### config.mk
export PLATFORM = sky130hd
export DESIGN_NAME = vga_scanout
export DESIGN_NICKNAME = d
export VERILOG_FILES = /design/src/rtl/vga_scanout.sv
export SDC_FILE = /design/constraint.sdc
export NUM_CORES = 1
export LEC_CHECK = 0
export CAP_MARGIN = 20
export CORE_ASPECT_RATIO = 0.5
export CORE_MARGIN = 2
export CORE_UTILIZATION = 30
export DETAILED_ROUTE_END_ITERATION = 6
export PLACE_DENSITY = 0.46
export SLEW_MARGIN = 20
export SYNTH_ARGS = -nofsm -noshare
export SYNTH_HDL_FRONTEND = slang
export SYNTH_SLANG_ARGS = --single-unit
export TNS_END_PERCENT = 20
### constraint.sdc
create_clock -name clk -period 3.4 [get_ports clk]
set_input_delay 0.68 -clock clk [delete_from_list [all_inputs] [get_ports clk]]
set_output_delay 0.68 -clock clk [all_outputs]
set_load 0.03 [all_outputs]
### src/rtl/vga_scanout.sv
// Raster timing, vram_vga prefetch (4-deep FIFO) and 1-bit pixel serialiser for the monochrome console.
// Optional VGA_UNDERRUN_MARK_EN: starved words show as a 0101... stripe instead of black.
module vga_scanout #(
  parameter int H_ACTIVE = 768,
  parameter int H_FP     = 16,
  parameter int H_SYNC   = 96,
  parameter int H_BP     = 48,
  parameter int V_ACTIVE = 896,
  parameter int V_FP     = 3,
  parameter int V_SYNC   = 3,
  parameter int V_BP     = 30
) (
  input  logic        clk,
  input  logic        reset,
  output logic [14:0] vram_vga_addr,
  output logic        vram_vga_req,
  input  logic        vram_vga_ready,
  input  logic [31:0] vram_vga_data_out,
  output logic        vga_pixel,
  output logic        vga_hsync_n,
  output logic        vga_vsync_n,
  output logic        vga_blank,
  output logic        underrun
);
  localparam int H_TOTAL = H_ACTIVE + H_FP + H_SYNC + H_BP;
  localparam int V_TOTAL = V_ACTIVE + V_FP + V_SYNC + V_BP;
  localparam int FW      = (H_ACTIVE / 32) * V_ACTIVE;
  localparam int HW      = $clog2(H_TOTAL);
  localparam int VW      = $clog2(V_TOTAL);

  localparam logic [HW-1:0] H_LAST = HW'(H_TOTAL - 1);
  localparam logic [HW-1:0] H_ACT  = HW'(H_ACTIVE);
  localparam logic [HW-1:0] H_SS   = HW'(H_ACTIVE + H_FP);
  localparam logic [HW-1:0] H_SE   = HW'(H_ACTIVE + H_FP + H_SYNC);
  localparam logic [VW-1:0] V_LAST = VW'(V_TOTAL - 1);
  localparam logic [VW-1:0] V_ACT  = VW'(V_ACTIVE);
  localparam logic [VW-1:0] V_SS   = VW'(V_ACTIVE + V_FP);
  localparam logic [VW-1:0] V_SE   = VW'(V_ACTIVE + V_FP + V_SYNC);
  localparam logic [14:0]   FW_C   = 15'(FW);

`ifdef VGA_UNDERRUN_MARK_EN
  localparam logic [31:0] FILL = 32'hAAAA_AAAA;
`else
  localparam logic [31:0] FILL = 32'h0;
`endif

  logic [HW-1:0] h_cnt;
  logic [VW-1:0] v_cnt;
  logic [31:0]   fifo [4];
  logic [1:0]    wr_ptr, rd_ptr;
  logic [2:0]    count, count_nx;
  logic [14:0]   addr_nx;
  logic [31:0]   shreg, word;
  logic          h_wrap, v_wrap, active, hsync, vsync, rewind;
  logic          accept, push, pop, pop_ok, req_nx;

  always_comb begin
    h_wrap  = (h_cnt == H_LAST);
    v_wrap  = (v_cnt == V_LAST);
    active  = (h_cnt < H_ACT) && (v_cnt < V_ACT);
    hsync   = (h_cnt >= H_SS) && (h_cnt < H_SE);
    vsync   = (v_cnt >= V_SS) && (v_cnt < V_SE);
    rewind  = (v_cnt == V_ACT) && (h_cnt == '0);
    accept  = vram_vga_req && vram_vga_ready;
    // flush wins over a word arriving in the rewind cycle
    push    = accept && !rewind;
    pop     = active && (h_cnt[4:0] == 5'd0);
    pop_ok  = pop && (count != 3'd0);
    word    = pop_ok ? fifo[rd_ptr] : FILL;
    count_nx = rewind ? 3'd0 : count + {2'b0, push} - {2'b0, pop_ok};
    addr_nx  = rewind ? 15'd0 : vram_vga_addr + {14'b0, accept};
    // request is registered, so it is decided from next-cycle occupancy and address
    req_nx   = (count_nx < 3'd4) && (addr_nx < FW_C);
  end

  always_ff @(posedge clk) begin
    if (push && !reset) fifo[wr_ptr] <= vram_vga_data_out;
  end

  always_ff @(posedge clk) begin
    if (reset) begin
      h_cnt         <= '0;
      v_cnt         <= '0;
      wr_ptr        <= '0;
      rd_ptr        <= '0;
      count         <= '0;
      shreg         <= '0;
      vram_vga_addr <= '0;
      vram_vga_req  <= 1'b0;
      vga_pixel     <= 1'b0;
      vga_hsync_n   <= 1'b1;
      vga_vsync_n   <= 1'b1;
      vga_blank     <= 1'b1;
      underrun      <= 1'b0;
    end else begin
      h_cnt <= h_wrap ? '0 : h_cnt + 1'b1;
      if (h_wrap) v_cnt <= v_wrap ? '0 : v_cnt + 1'b1;

      if (rewind) begin
        wr_ptr <= '0;
        rd_ptr <= '0;
      end else begin
        if (push)   wr_ptr <= wr_ptr + 1'b1;
        if (pop_ok) rd_ptr <= rd_ptr + 1'b1;
      end
      count         <= count_nx;
      vram_vga_addr <= addr_nx;
      vram_vga_req  <= req_nx;

      // bit 0 of a freshly popped word is emitted in the same cycle as the load
      if (pop) begin
        shreg     <= word >> 1;
        vga_pixel <= word[0];
      end else begin
        shreg     <= shreg >> 1;
        vga_pixel <= active & shreg[0];
      end
      if (pop && (count == 3'd0)) underrun <= 1'b1;

      vga_hsync_n <= !hsync;
      vga_vsync_n <= !vsync;
      vga_blank   <= !active;
    end
  end
endmodule

======== Word-level counts from Yosys, hierarchy flattened ========
Memory sizes are Yosys's and may differ from the RTL's. A register that Yosys moved wholly into a read port is not among the register bits.
Index checks and enable logic that the tools add are counted.
operators by class
  add/subtract/negate cells ............... 7
  $lt $le $gt $ge ......................... 8
  eq/ne operators ......................... 3
  muxes and demuxes ....................... 10
  bitwise logic cells ..................... 1
  reduce and logical (&&, ||, !) cells .... 22
operators with widths
  kind                                                        count
  < comparator 10 bit (second input constant)                 4
  two-way mux 32 bit                                          1
  two-way mux 31 bit                                          1
  equality test 10 bit (second input constant)                3
  adder 10 x 1 -> 10 bit (second input constant)              2
  greater-or-equal comparator 10 bit (second input constant)  2
  adder 15 x 1 -> 15 bit                                      1
  < comparator 15 bit (second input constant)                 1
  two-way mux 15 bit                                          1
  logical AND 1 bit                                           11
  zero test 10 bit                                            1
  two-way mux 10 bit                                          1
  zero test 1 bit                                             5
  zero test 5 bit                                             1
  adder 2 x 1 -> 2 bit (second input constant)                2
  two-way mux 2 bit                                           2
  OR reduction 2 bit                                          2
  adder 3 x 1 -> 3 bit                                        1
  zero test 3 bit                                             1
  < comparator 3 bit (second input constant)                  1
  two-way mux 1 bit                                           3
  two-way mux 3 bit                                           1
  nonzero test 3 bit                                          1
  subtractor 3 x 1 -> 3 bit                                   1
  AND 1 bit                                                   1
word-level totals
  bits in registers ....................... 80
  bits in writable memories ............... 128
  input port bits ......................... 35
  output and inout port bits .............. 21
  logic and storage cells ................. 65
  memories ................................ 1
memories
  memory  depth  width  rd ports  clocked after memory_dff  write ports  RTL line  RTL
  fifo    4      32     1         1                         1            49        logic [31:0] fifo [4];

======== Depth between registers and ports, before layout ========
  depth in word-level cells ............... 9
  gate-level depth with buffers ........... 16
  depth with buffers taken out ............ 15

======== Worst setup path before layout ========
No wires, ideal clock.
  path type ............................... reg2reg
  start ................................... register h_cnt[0]
  end ..................................... register vram_vga_req
  setup time .............................. 0.133 ns
  arrival time ............................ 2.945 ns
  required time ........................... 3.267 ns
  setup slack ............................. 0.322 ns
  stages on the path, launching flop included .. 17
  path buffers ............................ 2
  period minus slack after synthesis ...... 3.078 ns
  path through ............................ dfxtp_1 > inv_1 > ha_1 > or4b_1 > clkbuf_1 > nor3_4 > buf_2 > ha_1 > inv_1 > ha_1 > inv_1 > fa_1 > xnor2_1 > xnor2_1 > nor2_1 > o2111ai_1 > o211ai_1
between the ends
  elaborated cells on any way between the ends .. 16
  those cells by class .................... 2 x add/sub; 3 x order compare; 2 x mux; 9 x reduce/logical
RTL lines
  element                      RTL line  RTL
  start: declaration           47        logic [HW-1:0] h_cnt;
  start signal: assignment     96        h_cnt <= h_wrap ? '0 : h_cnt + 1'b1;
  < comparator 10 bit          60        active = (h_cnt < H_ACT) && (v_cnt < V_ACT);
  logical AND 1 bit            60
  logical AND 1 bit *          67        pop = active && (h_cnt[4:0] == 5'd0);
  logical AND 1 bit *          68        pop_ok = pop && (count != 3'd0);
  net pop_ok                   55        logic accept, push, pop, pop_ok, req_nx;
  subtractor 3 x 1 -> 3 bit *  70        count_nx = rewind ? 3'd0 : count + {2'b0, push} - {2'b0, pop_ok};
  two-way mux 3 bit *          70
  < comparator 3 bit *         73        req_nx = (count_nx < 3'd4) && (addr_nx < FW_C);
  logical AND 1 bit *          73
  end signal: assignment       108       vram_vga_req <= req_nx;
  end: declaration             16        output logic vram_vga_req,
The timed path passes the listed nets; every way through them passes the cells marked *.
A chain may end at the register's enable or synchronous reset.

======== Worst setup path after layout ========
  start ................................... register h_cnt[0]
  end ..................................... register vram_vga_req
between the ends
  longest elaborated chain between the ends .. 9
  elaborated cells on any way between the ends .. 16
  those cells by class .................... 2 x add/sub; 3 x order compare; 2 x mux; 9 x reduce/logical
ends and longest elaborated chain
  element                    RTL line  RTL
  zero test 10 bit           63        rewind = (v_cnt == V_ACT) && (h_cnt == '0);
  logical AND 1 bit          63
  zero test 1 bit            66        push = accept && !rewind;
  logical AND 1 bit          66
  adder 3 x 1 -> 3 bit       70
  subtractor 3 x 1 -> 3 bit  70
  two-way mux 3 bit          70
  < comparator 3 bit         73
  logical AND 1 bit *        73
Every way passes the cells marked *; elsewhere a longest branch is shown, timed or not.

==> run_results.csv <==
group,metric,value,unit
outcome,status,"complete, no violations",
placed_design,portBuffers,55,
cts,cts_buffers,21,
timing,hold_viol,0,
power,p_clk_share,35.0,%
timing,finalCriticalPeriod,3.00,ns
worst_setup_path,timing.rr.start,"h_cnt[0]$_SDFF_PP0_",
cts,cts.sinks,209,
worst_setup_path,worstPathMaxFanout,5,
global_routing,antenna_found_initial,0,
power,peakVddDrop,347,uV
worst_setup_path,worst-r2r-setup-slack,0.40,ns
floorplan,die_area,27800,um^2
placed_design,place_inst,925,
worst_setup_path,slowest_delay,0.56,ns
final_layout,drive_gt1_share,13.6,%
worst_setup_path,cp.arrival,3.37,ns
logic_synthesis,yosys.area.top_type,"edfxtp_1",
cts,ctsHoldBuffers,0,
timing,fin_skew,0.0136,ns
floorplan,die_x,234,um
worst_setup_path,path_cells,"inv_1 > ha_1 > or4b_1 > nor3_4 > ha_1 > inv_1 > ha_1 > inv_1 > fa_1 > xnor2_1 > xnor2_1 > nor2_1 > o2111ai_1 > o211ai_1",
logic_synthesis,netlist_area,7930,um^2
global_routing,grt_pass1_vias,4549,
detailed_routing,drc,0,
cts,clockBufferDepth,3,
worst_setup_path,worstPathRequired,3.77,ns
floorplan,core,26200,um^2
final_layout,fillCellCount,2466,
global_routing,grt_util_all_layers,11.8,%
worst_setup_path,worstRegToRegCells,14,
worst_setup_path,rr_endpoint,"vram_vga_req$_SDFF_PP0_",
cts,cts_setup_buffers,0,
logic_synthesis,synth_enable_flop_cells,128,
global_routing,overflow,0,
final_layout,fin_util,36.5,%
final_layout,diodes,0,
detailed_routing,avgViaCountPerCell,4.63,
final_layout,final_nets,644,
detailed_routing,antenna_left,0,
detailed_routing,initialDrtViolationCount,309,
final_layout,layout.cells.non_filler,963,
power,internal_power,4.68,mW
timing,post-route-period-util,88.2,%
timing,slew_violations,0,
worst_hold_path,hold_start,"h_cnt[0]$_SDFF_PP0_",
detailed_routing,firstDrtPassIters,4,
placed_design,gp_congestion,0.740,
power,comb_power_share,17.1,%
worst_setup_path,start_kind,"register",
floorplan,std_cell_rows,42,
floorplan,start_util,30.3,%
floorplan,ios,56,
detailed_routing,via_count,4457,
worst_setup_path,critPathKind,"register to register",
power,pwr_density_cell,653,nW/um^2
placed_design,hpwl,9.14,mm
cts,tritoncts,"done",
logic_synthesis,synth_top_area_share,48.5,%
worst_setup_path,slowest_stage,"or4b_1",
timing,fin_tns_setup,0,ns
timing,setup_viol,0,
timing,slew_headroom,44.4,%
worst_setup_path,crit_path_end_kind,"register",
power,p_sw_share,25.1,%
timing,rsz0062_at_grt,"no",
logic_synthesis,syn-num-nets,581,
global_routing,grt_max_degree,44,
power,leakage,3.15,nW
timing,worst_pin_slew,0.827,ns
worst_hold_path,hold_depth,1,
cts,clkTransAtPathRegs,0.07,ns
cts,post_cts_resized,0,
cts,worstSkewPairLatency,0.50,ns
final_layout,syn_to_final_growth,20.6,%
job,drv_cap,0,
logic_synthesis,synthCells,533,
logic_synthesis,seq_area_frac_synth,68.9,%
timing,max_freq,0.333,GHz
logic_synthesis,synthTopCellsByArea,"edfxtp_1 48%, dfxtp_1 20%, mux4_2 9.1%",
worst_hold_path,hp-class,"register to register",
logic_synthesis,yosys_warnings,0,
logic_synthesis,synth-main-ff-cell,"edfxtp_1",
detailed_routing,wl,15.9,mm
logic_synthesis,synth.distinct_cells,47,
power,pwr-share-seq,47.9,%
power,p_total,6.25,mW
global_routing,grt_pass1_wl,25.7,mm
floorplan,fp.dieH,119,um
worst_hold_path,min_delay_worst_endpoint,"h_cnt[0]$_SDFF_PP0_",
power,p_switching,1.57,mW
cts,cts-htree-levels,1,
logic_synthesis,syn_area_per_cell,14.9,um^2
cts,root_buffer,"clkbuf_16",
logic_synthesis,ys_ff_latch,209,
logic_synthesis,synth_async_sr_flop_share,0,%
detailed_routing,wl_per_cell,16.5,um
==> logic make-up after synthesis <==
group | Yosys count | share of synthesized area (%)
xor+xnor | 33 | 3.64
mux | 36 | 9.61
simple gates | 163 | 9.95
flops | 209 | 68.9
buf+inv | 38 | 1.96
fa+ha+maj | 13 | 2.15
compound gates | 41 | 3.80
==> state kept, by name (all words and copies together) (netlist names), named ones only <==
signal and flops:
fifo 128, vga_blank 1, shreg 31, v_cnt 10, vga_vsync_n 1, wr_ptr 2, vram_vga_req 1, vga_pixel 1
rd_ptr 2, count 3, vram_vga_addr 15, underrun 1, h_cnt 10, vga_hsync_n 1
==> synth_stat cells, types with 2 or more instances <==
library cell,n
nand3_1,15
nand4_1,6
mux4_2,32
a22oi_1,31
ha_1,12
dfxtp_1,81
nand2_1,18
edfxtp_1,128
nor4_1,5
inv_1,12
clkbuf_1,15
nor3_1,6
and2_1,5
mux2i_1,3
nor2b_1,2
nand2b_1,2
a21oi_1,3
or2_2,2
xnor2_1,18
buf_2,10
nor2_1,80
and3_1,8
xor2_1,15
==> power groups by stage <==
stage	combinational, mW	clock, mW	sequential [mW]
CTS	1.10	2.27	3.00
finish	1.07	2.19	3.00
floorplan	0.757	0	3.05
global placement	1.09	0	3.05
global route	1.19	2.39	3.02
detailed placement	1.10	0	3.05
==> metal layers <==
metal	track usage, %	wire [um]
met1	16.2	7560
met2	19.2	7440
met3	2.80	662
met4	2.45	252
met5	0	0
==> layout by cell type (no fill, tap or decap), drive strengths merged, types with 15 or more instances in the layout <==
master / synthesis / layout
nor2: 80 / 80
clkdlybuf4s50: 0 / 54
nand2: 18 / 18
mux4: 32 / 32
nand3: 15 / 15
clkbuf: 15 / 32
xnor2: 18 / 18
edfxtp: 128 / 128
a22oi: 31 / 31
dfxtp: 81 / 81
xor2: 15 / 15
==> worst max-delay path: cells and delay by family, from the launching register on <==
family	cells	cell delay (ns)
fa+ha+maj	4	0.90
simple gates	3	0.88
xor+xnor	2	0.37
flops	1	0.33
compound gates	2	0.24
buf+inv	3	0.16
==> cell type report <==
type / instances / area (um^2) / area share, %
Multi-Input combinational cell: 286 / 2310 / 24.2
Sequential cell: 209 / 5470 / 57.1
Inverter: 12 / 45.0 / 0.471
Clock inverter: 6 / 31.3 / 0.327
Timing Repair Buffer: 66 / 653 / 6.83
Tap cell: 352 / 440 / 4.60
Clock buffer: 32 / 617 / 6.45
==> through the flow <==
| stage | setup slack, ns | hold WS [ns] | area, um^2 |
|---|---|---|---|
| CTS | 0.375 | 0.470 | 9570 |
| floorplan | 0.322 | 0.430 | 7930 |
| finish | 0.401 | 0.461 | 9570 |
| global route | 0.0932 | 0.505 | 9570 |
| global placement | 0.345 | 0.445 | 8920 |
| detailed placement | 0.316 | 0.456 | 8920 |
==> how the worst max path moves through the flow <==
| stage | startpoint | end | slack, ns |
|---|---|---|---|
| finish | h_cnt[0]$_SDFF_PP0_ | vram_vga_req$_SDFF_PP0_ | 0.40 |
| global route | v_cnt[3]$_SDFFE_PP0P_ | vram_vga_req$_SDFF_PP0_ | 0.09 |
| CTS | h_cnt[0]$_SDFF_PP0_ | vram_vga_req$_SDFF_PP0_ | 0.37 |
| detailed placement | vram_vga_ready | vram_vga_req$_SDFF_PP0_ | 0.32 |
| global placement | vram_vga_ready | vram_vga_req$_SDFF_PP0_ | 0.34 |
| floorplan | h_cnt[0]$_SDFF_PP0_ | vram_vga_req$_SDFF_PP0_ | 0.32 |
Power figures use the tool's default switching activity.
